File: config.mk
export PLATFORM = sky130hd
export DESIGN_NAME = polyveck_unpack_w1
export DESIGN_NICKNAME = d
export VERILOG_FILES = /design/src/rtl/polyveck_unpack_w1.sv
export SDC_FILE = /design/constraint.sdc
export NUM_CORES = 1
export LEC_CHECK = 0
export CAP_MARGIN = 10
export CORE_MARGIN = 4
export CORE_UTILIZATION = 40
export CTS_CLUSTER_DIAMETER = 120
export DETAILED_ROUTE_END_ITERATION = 7
export PLACE_DENSITY_LB_ADDON = 0.25
export SETUP_SLACK_MARGIN = 0.5
export SLEW_MARGIN = 20
export SYNTH_ARGS = -nofsm -noshare
export SYNTH_HDL_FRONTEND = slang
export SYNTH_SLANG_ARGS = --single-unit
File: constraint.sdc
create_clock -name clk -period 2.16 [get_ports clk]
set_input_delay 0.432 -clock clk [delete_from_list [all_inputs] [get_ports clk]]
set_output_delay 0.432 -clock clk [all_outputs]
set_load 0.02 [all_outputs]
File: src/rtl/polyveck_unpack_w1.sv
// polyveck_unpack_w1: streams packed 4-bit w1 bytes in, coefficients out.
// Ports: in_* byte stream (valid/ready, in_last), out_* coefficient
// stream (valid/ready, poly/coeff tags, out_last), err length pulse.
// Optional macro POLYVECK_UNPACK_W1_ERR_EN enables in_last checking.
module polyveck_unpack_w1 #(
  parameter int K              = 6,
  parameter int BYTES_PER_POLY = 128
) (
  input  logic        clk,
  input  logic        rst,
  input  logic [7:0]  in_data,
  input  logic        in_valid,
  input  logic        in_last,
  output logic        in_ready,
  output logic [31:0] out_data,
  output logic        out_valid,
  input  logic        out_ready,
  output logic [2:0]  out_poly_idx,
  output logic [7:0]  out_coeff_idx,
  output logic        out_last,
  output logic        err
);

  localparam int TOTAL = K * BYTES_PER_POLY;
  localparam int CW    = $clog2(TOTAL);
  localparam logic [CW-1:0] LAST = CW'(TOTAL - 1);
  localparam logic [CW-1:0] BPP  = CW'(BYTES_PER_POLY);

  typedef enum logic [1:0] {
    S_EMPTY,
    S_LO,
    S_HI
  } state_t;

  state_t          r_state;
  state_t          w_state_nxt;
  logic [7:0]      r_byte;
  logic [CW-1:0]   r_cnt;
  logic [CW-1:0]   w_cnt_nxt;
  logic            w_hi_done;
  logic            w_acc;
  logic            w_vld;
  logic            w_early;
  logic            w_frame_end;
  logic [3:0]      w_nib;

  assign w_hi_done   = (r_state == S_HI) && out_ready;
  assign in_ready    = (r_state == S_EMPTY) || w_hi_done;
  assign w_acc       = in_ready && in_valid;
  assign w_frame_end = (r_cnt == LAST) || w_early;

  always_comb begin
    w_state_nxt = r_state;
    unique case (r_state)
      S_EMPTY: if (in_valid) w_state_nxt = S_LO;
      S_LO:    if (out_ready) w_state_nxt = S_HI;
      S_HI: begin
        if (out_ready)
          w_state_nxt = in_valid ? S_LO : S_EMPTY;
      end
      default: w_state_nxt = S_EMPTY;
    endcase
  end

  // Count of the byte that follows the one currently held; when a byte
  // is accepted this is exactly that byte's index within the frame.
  always_comb begin
    w_cnt_nxt = r_cnt;
    if (w_hi_done)
      w_cnt_nxt = w_frame_end ? '0 : r_cnt + 1'b1;
  end

  always_ff @(posedge clk) begin
    if (rst) begin
      r_state <= S_EMPTY;
      r_byte  <= '0;
      r_cnt   <= '0;
    end else begin
      r_state <= w_state_nxt;
      r_cnt   <= w_cnt_nxt;
      if (w_acc)
        r_byte <= in_data;
    end
  end

`ifdef POLYVECK_UNPACK_W1_ERR_EN
  logic r_early;
  logic r_err;
  logic w_is_last;

  assign w_is_last = (w_cnt_nxt == LAST);

  // r_early marks a held byte that closed its frame before byte TOTAL-1;
  // it truncates the frame once that byte's high nibble drains.
  always_ff @(posedge clk) begin
    if (rst) begin
      r_early <= 1'b0;
      r_err   <= 1'b0;
    end else begin
      r_err <= w_acc && (in_last != w_is_last);
      if (w_acc)
        r_early <= in_last && !w_is_last;
    end
  end

  assign w_early = r_early;
  assign err     = r_err;
`else
  logic w_unused_last;

  assign w_unused_last = in_last;
  assign w_early       = 1'b0;
  assign err           = 1'b0;
`endif

  assign w_vld = (r_state != S_EMPTY);
  assign w_nib = (r_state == S_HI) ? r_byte[7:4] : r_byte[3:0];

  assign out_valid     = w_vld;
  assign out_data      = w_vld ? {28'b0, w_nib} : '0;
  assign out_poly_idx  = w_vld ? 3'(r_cnt / BPP) : '0;
  assign out_coeff_idx = w_vld ?
    {7'(r_cnt % BPP), (r_state == S_HI)} : '0;
  assign out_last      = (r_state == S_HI) && w_frame_end;

endmodule

==> reports/metrics.cfg <==
[cts]
clockBufferDepth = 2
clock_latency_ns = 0.30
tritoncts = built
cts.sinks = 20
root_buffer = clkbuf_4
numCtsBuffers = 3
clkTransAtPathRegs_ns = 0.11
cts-hold-fix-buffers = 0
htree_num_levels = 1

[run_status]
outcome = finished, final reports clean

[cells_and_area]
antenna_cells = 0
final_util = 0.634
fillCellCount = 257
nets = 219
drive_gt1_frac = 0.387
multi_input_area_um2 = 769
area_growth_pct = 47.1
register_area_um2 = 410

[run]
cap_viol_max_count = 0

[worst_setup_path]
critPathLaunch = r_cnt[7]
rrSetupSlack_ns = 0.56
cp_data_arrival_time_ns = 1.36
rr_startpoint = r_cnt[7]
end_kind = primary output
r2r_cells = 6
crit_end = out_last
crit_path_max_fanout = 3
critPathKind = register to primary output
crit_path_max_incr_delay_ns = 0.39
cp_cell_sequence = inv_1 -> or2_4 -> nor4_4 -> buf_4
r2r-end = r_cnt[0]
crit_path_start_kind = register
slowest_stage = dfxtp_1
cp_data_required_time_ns = 1.73

[timing]
fmax_mhz = 557
setup_viol = 0
rsz0062_at_grt = true
fin_setup_tns_ns = 0
timing.final.ws_setup_ns = 0.365
finalCritPeriodShare = 0.831
whs_ns = 0.512
hold_viol_final = 0
slew_violations = 0
period_minus_slack_ns = 1.79
finClkSkew_ns = 0.00169

[floorplanning]
ios = 60
core_um2 = 2830
die_y_um = 63.2
start_util = 0.431
dieArea_um2 = 4000
die_w_um = 63.2
row_count = 19

[logic_synthesis]
synth_edf_count = 0
synth_compound_area_frac = 0.0544
ys_types = 27
yosysSeqAreaShare = 0.328
synth_warnings = 0
yosysTopAreaCellShare = 0.328
synth_area_leaders = dfxtp_1 33%, buf_4 18%, nor2_1 6.8%
synthesis.area_um2 = 1220
async_flop_share = 0
synth_mux_area_frac = 0.0656
synth_top_family_by_area = simple AND/OR/NAND/NOR gates
synthSimpleGateAreaFrac = 0.262
syn_inst = 150
yosys_most_used_dff = dfxtp_1
synth_most_common_cell = buf_4
synth_top_area_cell = dfxtp_1
synthXorXnorAreaFrac = 0.0646
synth_fa_ha_area_frac = 0.0103
netlist_top_cells_count = 29 x buf_4, 22 x nor2_1, 20 x dfxtp_1, 14 x nand2_1, 10 x nor2b_1
ys_ff_latch = 20
synth.avg_cell_area_um2 = 8.13

[placement]
numPortBuffers = 29
pre_cts_slack_ns = 0.0316
gp_congestion = 0.723
dpl.hpwl_um = 1930

[global_routing]
grt_overflow = 0
grt_pass1_wl_um = 4110
grt_max_degree = 17
antenna_found_initial = 0
grt_pass1_vias = 1038
grt_use_total = 0.123

[pwr]
p_leak_nw = 0.823
finalPower_uw = 830
power_density_nw_per_um2 = 463
peakVddDrop_mv = 0.262

[detailed_routing]
drt_iter0_drc = 12
dr.pass1.iters = 4
viasPerCell = 4.52
wl_per_cell_um = 12.0
ant_nets = 0
drt_drc_violations_left = 0
vias = 1062
wl_um = 2820

[hold_path]
hold_path.class = register to register
min_from = r_byte[4]

timing repair:
item                                    in CTS  in global routing
pin swaps                                    2                  3
gates cloned                                 0                  1
gates resized for setup                     86                 50
buffers inserted                             6                  6
endpoints found under the setup margin      22                 30
hold endpoints to repair                     0                  0
worst max-delay path: cells and delay by family, from the launching register on:
kind / cells / cell delay [ns]
AND/OR/NAND/NOR: 2 / 0.41
buffers and inverters: 2 / 0.27
flip-flops: 1 / 0.39
kinds of logic (layout without fill, tap and decap cells):
family / after synthesis / in the layout
buf+inv: 39 / 65
flops: 20 / 20
simple gates: 64 / 64
xor+xnor: 9 / 9
mux: 8 / 8
fa+ha+maj: 1 / 1
compound gates: 8 / 8
other cells: 1 / 29
how the worst min path moves through the flow:
| stage | cells past startpoint | slack [ns] | end |
|---|---|---|---|
| finish | 2 | 0.51 | r_byte[4] |
| detailed placement | 2 | 0.49 | r_byte[3] |
| global route | 2 | 0.56 | r_byte[4] |
| global placement | 2 | 0.47 | r_byte[4] |
| floorplan | 2 | 0.46 | r_byte[0] |
| CTS | 2 | 0.49 | r_cnt[1] |
per-stage QoR:
stage               instance area (µm²)  std cells
floorplan                          1340        178
global placement                   1540        218
detailed placement                 1540        218
CTS                                1570        228
global route                       1790        235
finish                             1790        235
registers in the layout, indices dropped and copies added (netlist names):
signal   cells
r_byte       8
r_cnt       10
r_state      2
routing by layer:
layer / share of wire / GRT usage / vias up
li1: - / - / 530
met1: 0.36 / 0.124 / 479
met2: 0.56 / 0.241 / 47
met3: 0.069 / 0.0284 / 6
met4: 0.020 / 0.0431 / 0
met5: 0 / 0 / -
power by group:
part           total [mW]  internal, mW  switching (mW)  leakage (nW)
clock network       0.219         0.103           0.116        0.0210
registers           0.391         0.382         0.00906         0.167
logic               0.219        0.0990           0.120         0.636
layout by cell type, fill, tap and decap left out, drive strengths merged, types with 3 or more instances in the layout:
cell           Yosys  final
inv                4      4
clkdlybuf4s50      0     10
conb               1     29
xnor2              7      7
o21ai              4      4
nor4               3      3
nand2             14     14
nor3               3      3
nor2              22     22
mux2i              8      8
buf               32     44
nor2b             10     10
clkbuf             3      6
nand2b             3      3
dfxtp             20     20
final cells by class:
class / count / area share
flip-flops and latches: 20 / 0.229
inverters: 4 / 0.00837
well taps: 31 / 0.0216
clock buffers: 4 / 0.0202
multi-input cells: 119 / 0.429
repair buffers: 57 / 0.292
(Power assumes the default switching activity.)
